### src/rtl/gpio_irq_ctrl_coalesce.sv
// GPIO interrupt controller: per-bit edge/level detection, sticky raw and
// overflow status with software clear/set, per-bit masking and per-group
// IRQ outputs delayed by a shared coalescing timeout.
module gpio_irq_ctrl_coalesce #(
    parameter int unsigned WIDTH   = 32,
    parameter int unsigned NUM_GRP = 4,
    parameter int unsigned TMR_W   = 16
) (
    input  logic               PCLK,
    input  logic               PRESETn,
    input  logic [WIDTH-1:0]   gpio_in,
    input  logic [WIDTH-1:0]   int_type,
    input  logic [WIDTH-1:0]   int_pol,
    input  logic [WIDTH-1:0]   int_both,
    input  logic [WIDTH-1:0]   int_mask,
    input  logic [WIDTH-1:0]   status_w1c,
    input  logic [WIDTH-1:0]   status_w1s,
    input  logic [WIDTH-1:0]   ovf_w1c,
    input  logic [TMR_W-1:0]   coal_timeout,
    output logic [WIDTH-1:0]   raw_status,
    output logic [WIDTH-1:0]   masked_status,
    output logic [WIDTH-1:0]   ovf_status,
    output logic [NUM_GRP-1:0] grp_irq,
    output logic               irq
);

    localparam int unsigned GW = WIDTH / NUM_GRP;

    typedef enum logic [1:0] {
        IDLE,
        ARMED,
        FIRE
    } grp_state_t;

    logic [WIDTH-1:0]   prev;
    logic               primed;
    logic [WIDTH-1:0]   rise;
    logic [WIDTH-1:0]   fall;
    logic [WIDTH-1:0]   edge_evt;
    logic [WIDTH-1:0]   level_evt;
    logic [WIDTH-1:0]   set_vec;
    logic [WIDTH-1:0]   ovf_set;
    logic [WIDTH-1:0]   raw_next;
    logic [WIDTH-1:0]   ovf_next;

    grp_state_t         state    [NUM_GRP];
    grp_state_t         state_nx [NUM_GRP];
    logic [TMR_W-1:0]   cnt      [NUM_GRP];
    logic [TMR_W-1:0]   cnt_nx   [NUM_GRP];
    logic [NUM_GRP-1:0] act;
    logic [NUM_GRP-1:0] grp_irq_nx;

    // Input history; primed stays low until the first edge after reset so
    // an input held high through reset never looks like a rise.
    always_ff @(posedge PCLK or negedge PRESETn) begin
        if (!PRESETn) begin
            prev   <= '0;
            primed <= 1'b0;
        end else begin
            prev   <= gpio_in;
            primed <= 1'b1;
        end
    end

    // Per-bit event detection and next status values (set wins over clear).
    always_comb begin
        rise      = gpio_in & ~prev;
        fall      = ~gpio_in & prev;
        edge_evt  = ~int_type & {WIDTH{primed}} &
                    ((int_both & (rise | fall)) |
                     (~int_both & int_pol & fall) |
                     (~int_both & ~int_pol & rise));
        level_evt = int_type & ~(gpio_in ^ int_pol);
        set_vec   = edge_evt | level_evt | status_w1s;
        raw_next  = (raw_status | set_vec) & ~(status_w1c & ~set_vec);
        ovf_set   = (edge_evt | status_w1s) & raw_status & ~status_w1c;
        ovf_next  = (ovf_status | ovf_set) & ~(ovf_w1c & ~ovf_set);
    end

    // Sticky raw and overflow status registers.
    always_ff @(posedge PCLK or negedge PRESETn) begin
        if (!PRESETn) begin
            raw_status <= '0;
            ovf_status <= '0;
        end else begin
            raw_status <= raw_next;
            ovf_status <= ovf_next;
        end
    end

    assign masked_status = raw_status & int_mask;
    assign irq           = |grp_irq;

    // Group FSM state, counter and registered IRQ outputs.
    always_ff @(posedge PCLK or negedge PRESETn) begin
        if (!PRESETn) begin
            for (int unsigned g = 0; g < NUM_GRP; g++) begin
                state[g] <= IDLE;
                cnt[g]   <= '0;
            end
            grp_irq <= '0;
        end else begin
            for (int unsigned g = 0; g < NUM_GRP; g++) begin
                state[g] <= state_nx[g];
                cnt[g]   <= cnt_nx[g];
            end
            grp_irq <= grp_irq_nx;
        end
    end

    // Group next-state: arm on any unmasked pending bit, fire once the counter
    // matches the timeout (counter wraps freely if the timeout is lowered).
    always_comb begin
        for (int unsigned g = 0; g < NUM_GRP; g++) begin
            act[g]      = |masked_status[g*GW +: GW];
            state_nx[g] = state[g];
            cnt_nx[g]   = cnt[g];
            case (state[g])
                IDLE: begin
                    if (act[g]) begin
                        if (coal_timeout == '0) begin
                            state_nx[g] = FIRE;
                        end else begin
                            state_nx[g] = ARMED;
                            cnt_nx[g]   = TMR_W'(1);
                        end
                    end
                end
                ARMED: begin
                    if (!act[g]) begin
                        state_nx[g] = IDLE;
                        cnt_nx[g]   = '0;
                    end else if (cnt[g] == coal_timeout) begin
                        state_nx[g] = FIRE;
                    end else begin
                        cnt_nx[g] = cnt[g] + TMR_W'(1);
                    end
                end
                FIRE: begin
                    if (!act[g]) begin
                        state_nx[g] = IDLE;
                        cnt_nx[g]   = '0;
                    end
                end
                default: begin
                    state_nx[g] = IDLE;
                    cnt_nx[g]   = '0;
                end
            endcase
        end
    end

    // IRQ output is the registered "next state is FIRE" decode.
    always_comb begin
        for (int unsigned g = 0; g < NUM_GRP; g++) begin
            grp_irq_nx[g] = (state_nx[g] == FIRE);
        end
    end

endmodule

### config.mk
export PLATFORM = sky130hd
export DESIGN_NAME = gpio_irq_ctrl_coalesce
export DESIGN_NICKNAME = d
export VERILOG_FILES = /design/src/rtl/gpio_irq_ctrl_coalesce.sv
export SDC_FILE = /design/constraint.sdc
export NUM_CORES = 1
export LEC_CHECK = 0
export BUFFER_PORTS_ARGS = -buffer_cell sky130_fd_sc_hd__buf_2
export CAP_MARGIN = 40
export CELL_PAD_IN_SITES_DETAIL_PLACEMENT = 0
export CELL_PAD_IN_SITES_GLOBAL_PLACEMENT = 2
export CORE_UTILIZATION = 27
export CTS_BUF_LIST = sky130_fd_sc_hd__clkbuf_16
export DETAILED_ROUTE_END_ITERATION = 8
export MAX_ROUTING_LAYER = met4
export PLACE_DENSITY_LB_ADDON = 0.1
export SLEW_MARGIN = 10
export SYNTH_ARGS = -nofsm -noshare
export SYNTH_HDL_FRONTEND = slang
export SYNTH_SLANG_ARGS = --single-unit
### constraint.sdc
create_clock -name PCLK -period 2.9 [get_ports PCLK]
set_input_delay 0.145 -clock PCLK [delete_from_list [all_inputs] [get_ports PCLK]]
set_output_delay 0.145 -clock PCLK [all_outputs]
set_load 0.02 [all_outputs]
* Word-level counts from Yosys, hierarchy flattened *
Cells that the tools add are included.

word-level totals
  flip-flop bits (word level) = 173
  input port bits = 274
  output and inout port bits = 101
  logic and storage cells = 142

operators by class
  add/sub/neg operators = 4
  equal/unequal tests = 32
  muxes and demuxes = 42
  bitwise gates (word level) = 37
  reductions and logical operators = 14

operators by type and width
  cell                   number
  $and 32x32->32         17
  $not 32->32            11
  $mux 16                17
  $or 32x32->32          8
  $pmux 16 s3            4
  $add 16x1->16 const B  4
  $eq 16x16->1           4
  $mux 2                 17
  $reduce_or 8->1        4
  $xor 32x32->32         1
  $ne 2x2->1 const B     12
  $pmux 2 s3             4
  $eq 2x2->1 const B     8
  $logic_not 16->1       1
  $reduce_and 4->1       4
  $ne 3x3->1 const B     4
  $eq 2x1->1 const B     4
  $logic_not 2->1        4
  $reduce_or 4->1        1

* Longest topological paths before layout *
  depth after elaboration = 14
  mapped depth = 11
  gate-level depth less buffers = 7

* Worst setup path after synthesis *
OpenSTA, ideal clock, no wires.

  path type = flip-flop to flip-flop
  start point = reg raw_status[24]
  end point = reg cnt[6] in the netlist's numbering
  library setup time = 66 ps
  arrival = 2839 ps
  data required time = 2834 ps
  setup slack = -5 ps
  cell stages (with the launch flop) = 9
  buffers on the path = 1
  period minus slack after synthesis = 2905 ps
  path through = dfrtp_1 > and2_1 > or4_4 > o21bai_1 > mux2_2 > or2_1 > clkbuf_1 > or4_1 > nand2_1

between the ends
  longest elaborated chain between the ends = 4
  elaborated cells between the ends (all ways) = 8
  classes of those cells = 3 x eq/ne; 2 x mux; 1 x bitwise; 2 x reduce/logical

ends and longest elaborated chain
  what                                                                     RTL line  text
  start, declared                                                          20        output logic [WIDTH-1:0] raw_status,
  start signal, assigned                                                   86        raw_status <= raw_next;
  $and 32x32->32 (*)                                                       91        assign masked_status = raw_status & int_mask;
  via masked_status[24]                                                    21        output logic [WIDTH-1:0] masked_status,
  $reduce_or 8->1 (*)                                                      115       act[g] = |masked_status[g*GW +: GW];
  $ne 3x3->1 (no source line), or another cell as far along                n/a
  $reduce_and 4->1 (no source line) / $pmux 16 s3 (equally long branches)  n/a
  end signal, assigned by index                                            105       cnt[g] <= cnt_nx[g];
  end, declared                                                            48        logic [TMR_W-1:0] cnt [NUM_GRP];

The timed path passes the listed nets; every way through them passes the cells marked *.
A chain may end at the register's enable or synchronous reset.

* Worst setup path in the final report *
  start point = reg raw_status[0]
  end point = reg cnt[62] in the netlist's numbering

between the ends
  longest elaborated chain between the ends = 4
  elaborated cells between the ends (all ways) = 8
  classes of those cells = 3 x eq/ne; 2 x mux; 1 x bitwise; 2 x reduce/logical

ends and longest elaborated chain
  what                                                                     RTL line
  $and 32x32->32 (*)                                                       91
  $reduce_or 8->1 (*)                                                      115
  $ne 3x3->1 (no source line), or another cell as far along                n/a
  $reduce_and 4->1 (no source line) / $pmux 16 s3 (equally long branches)  n/a

Mark *: on every way between the ends. The rest lies on a longest branch, timed or not.

==> impl_metrics.json <==
{
  "cap_violations": 0,
  "hold_violations": 0,
  "wirelength_mm": 37.90,
  "synth.avg_cell_area_um2": 9.165,
  "vias": 10325,
  "cts_sinks": 173,
  "worst_pin_slew_ns": 0.6452,
  "synth-edff-count": 0,
  "numPortBuffers": 374,
  "syn-instance-count": 1161,
  "synth_mux_area_share_pct": 0.1999,
  "setup_viol": 0,
  "syn_to_final_growth_pct": 44.79,
  "fillers": 4006,
  "synthArstFlopShare_pct": 100.0,
  "status": "completed",
  "cts_post_setup_buffers_inserted": 0,
  "rows": 72,
  "max_slew_margin_pct": 56.99,
  "p_leak_nw": 7.389,
  "clk_pin_slew_ns": 0.07,
  "slew_viol_final": 0,
  "path_class": "reg2reg",
  "clock_skew_ns": 0.01254,
  "stdcell_count": 2249,
  "multi_input_area_um2": 5592,
  "die_w_um": 200.5,
  "setup_tns_ns": 0,
  "r2r_start": "raw_status[0]",
  "final_nets": 2045,
  "synth-simple-area-share_pct": 17.97,
  "core-area_um2": 38740,
  "required_ns": 3.28,
  "clk_latency_ns": 0.46,
  "cts_root_buf": "clkbuf_16",
  "synth_warnings": 0,
  "final_cell_mix": "buf_2 (373), dfrtp_1 (173), dlygate4sd3_1 (158)",
  "fp.dieH_um": 200.5,
  "start_util_pct": 27.47,
  "cts_buffers": 17,
  "dp_cells": 2044,
  "synth_top_flop_cell": "dfrtp_1",
  "hp-start": "status_w1c[8]",
  "syn_nets": 1503,
  "critical_path.max_fanout": 11,
  "drc": 0,
  "drtIter0Drc": 414,
  "synth_top_family_by_area": "simple AND/OR/NAND/NOR gates",
  "ys_types": 58,
  "synth_adder_area_share_pct": 7.996,
  "arrival_ns": 3.08,
  "startpoint": "raw_status[0]",
  "firstDrtPassIters": 5,
  "cp-end-kind": "flip-flop",
  "htreeDepth": 4,
  "cts_tree": "yes",
  "grt_pass1_vias": 10979,
  "grt_max_degree": 71,
  "grt_overflow": 0,
  "synth-seq-cells": 173,
  "start_kind": "flip-flop",
  "synth_compound_area_share_pct": 16.75,
  "ys_seq_area_share_pct": 40.69,
  "drive_gt1_share_pct": 25.99,
  "seq_area_um2": 4329,
  "drtAntennaViolNets": 0,
  "avgRoutedWirePerCell_um": 16.85,
  "fin_crit_sh_pct": 93.20,
  "hp-class": "in2reg",
  "fmax_mhz": 370.0,
  "antenna_found_initial": 14,
  "io-pin-count": 375,
  "fin_crit_ns": 2.703,
  "dieArea_um2": 40210,
  "cts_buffer_depth": 2,
  "synth-xor-area-share_pct": 9.466,
  "grt_usage_pct": 19.87,
  "final_common_cell": "buf_2",
  "grt_first_pass_wirelength_mm": 60.31,
  "hpwl_mm": 29.40,
  "peakVddDrop_mv": 0.3644,
  "rsz0062_at_grt": "false",
  "syn-cell-area_um2": 10640,
  "via_per_inst": 4.591,
  "routabilityCongestion": 0.8211,
  "p_per_area_nw_per_um2": 481.7
}
## path summary, 6_finish.rpt
path,endpoint,slack (ns),cells after the start
max,cnt[62],0.20,7
min,raw_status[8],0.02,3
max reg2reg,cnt[62],0.20,7
min reg2reg,ovf_status[9],0.55,2
max in group asynchronous,prev[5],1.76,3
min in group asynchronous,ovf_status[16],0.29,2
## stage by stage
step           area (um2)  setup WS (ns)  hold slack (ns)  util [%]  power [mW]
6_report            15410         0.1972          0.02024     39.77       7.420
5_1_grt             15400        0.03202          0.02079     39.76       7.910
4_1_cts             15360         0.1243         0.004191     39.64       7.528
3_5_place_dp        13220         0.1428           0.2374     34.13       4.947
3_3_place_gp        13220         0.2292           0.2384     34.13       4.953
2_1_floorplan       10640        0.08310          -0.1506         -       4.170
## power by group
part	total, mW	internal (mW)	switching, mW
Sequential	3.08	2.71	0.369
Clock	2.31	1.25	1.06
Combinational	2.04	1.01	1.03
Total	7.42	4.96	2.46
## worst max-delay path, cell delays in order (launching register included)
cell       delay [ns]
dfrtp_1          0.41
and2_1           0.18
or4_1            0.66
nor2_4           0.25
a2bb2oi_4        0.25
nand2_2          0.18
or4_1            0.53
a21oi_1          0.16
## area by class of cell
| class | count | share of cell area (%) |
|---|---|---|
| Multi-Input combinational cell | 802 | 36.30 |
| Tap cell | 518 | 4.207 |
| Clock inverter | 15 | 0.8446 |
| Timing Repair Buffer | 560 | 23.92 |
| Sequential cell | 173 | 28.10 |
| Antenna cell | 15 | 0.2436 |
| Clock buffer | 17 | 2.761 |
| Inverter | 149 | 3.630 |
## kinds of logic (layout without fill, tap and decap cells)
| group | Yosys count | after routing |
|---|---|---|
| and+or+nand+nor | 342 | 342 |
| DFF | 173 | 173 |
| buffers and inverters | 186 | 741 |
| adders and majority gates | 68 | 68 |
| xor gates and xnor gates | 115 | 115 |
| muxes | 2 | 2 |
| AOI/OAI and AO/OA | 274 | 274 |
| other | 1 | 16 |
## state kept, by name, indices dropped and copies added, names as in the netlist
signal	cells
primed	1
grp_irq	4
state	8
prev	32
raw_status	32
cnt	64
ovf_status	32
## per-layer routing
| layer | share of wire, % | track usage, % | up-vias |
|---|---|---|---|
| met5 | 0 | - | - |
| met4 | 1.3 | 4.771 | 0 |
| met3 | 5.8 | 5.568 | 25 |
| met2 | 49 | 32.99 | 238 |
| met1 | 44 | 23.72 | 4909 |
| li1 | - | - | 5153 |
## synth_stat cells, types with 2 or more instances
library cell | count | share of area [%]
dfrtp_1 | 173 | 41
or4_1 | 19 | 1.3
or4_4 | 2 | 0.21
nand2b_1 | 34 | 2.0
a31oi_1 | 34 | 2.0
a2bb2oi_2 | 3 | 0.42
a211oi_1 | 33 | 2.3
clkbuf_1 | 16 | 0.56
nand3_1 | 25 | 1.2
buf_1 | 2 | 0.071
and2_1 | 26 | 1.5
o211ai_1 | 35 | 2.5
nor2_1 | 55 | 1.9
o21a_1 | 3 | 0.21
xor2_1 | 66 | 5.4
or2_0 | 2 | 0.12
nand4_1 | 31 | 1.8
nor2_2 | 2 | 0.12
nand2_1 | 47 | 1.7
xnor2_1 | 49 | 4.0
nand2_2 | 3 | 0.18
o41ai_1 | 2 | 0.16
and3_1 | 16 | 0.94
or3_1 | 7 | 0.41
o31ai_1 | 24 | 1.7
buf_2 | 17 | 0.80
o21ai_0 | 38 | 1.8
a21oi_1 | 57 | 2.7
nand3b_1 | 2 | 0.14
o22ai_1 | 32 | 1.9
or2_1 | 2 | 0.12
or2b_1 | 2 | 0.14
and4_1 | 4 | 0.33
inv_1 | 149 | 5.3
buf_6 | 2 | 0.21
nor3_1 | 3 | 0.14
ha_1 | 68 | 8.0
a22o_1 | 3 | 0.25
nor2b_1 | 43 | 2.5
nor4_1 | 12 | 0.71
## what timing repair did
item | CTS | global route
endpoints found under the hold margin | 162 | 0
hold buffers | 158 | 0
resized for setup | 0 | 1
setup endpoints to repair | 0 | 6
Power figures use the tool's default switching activity.
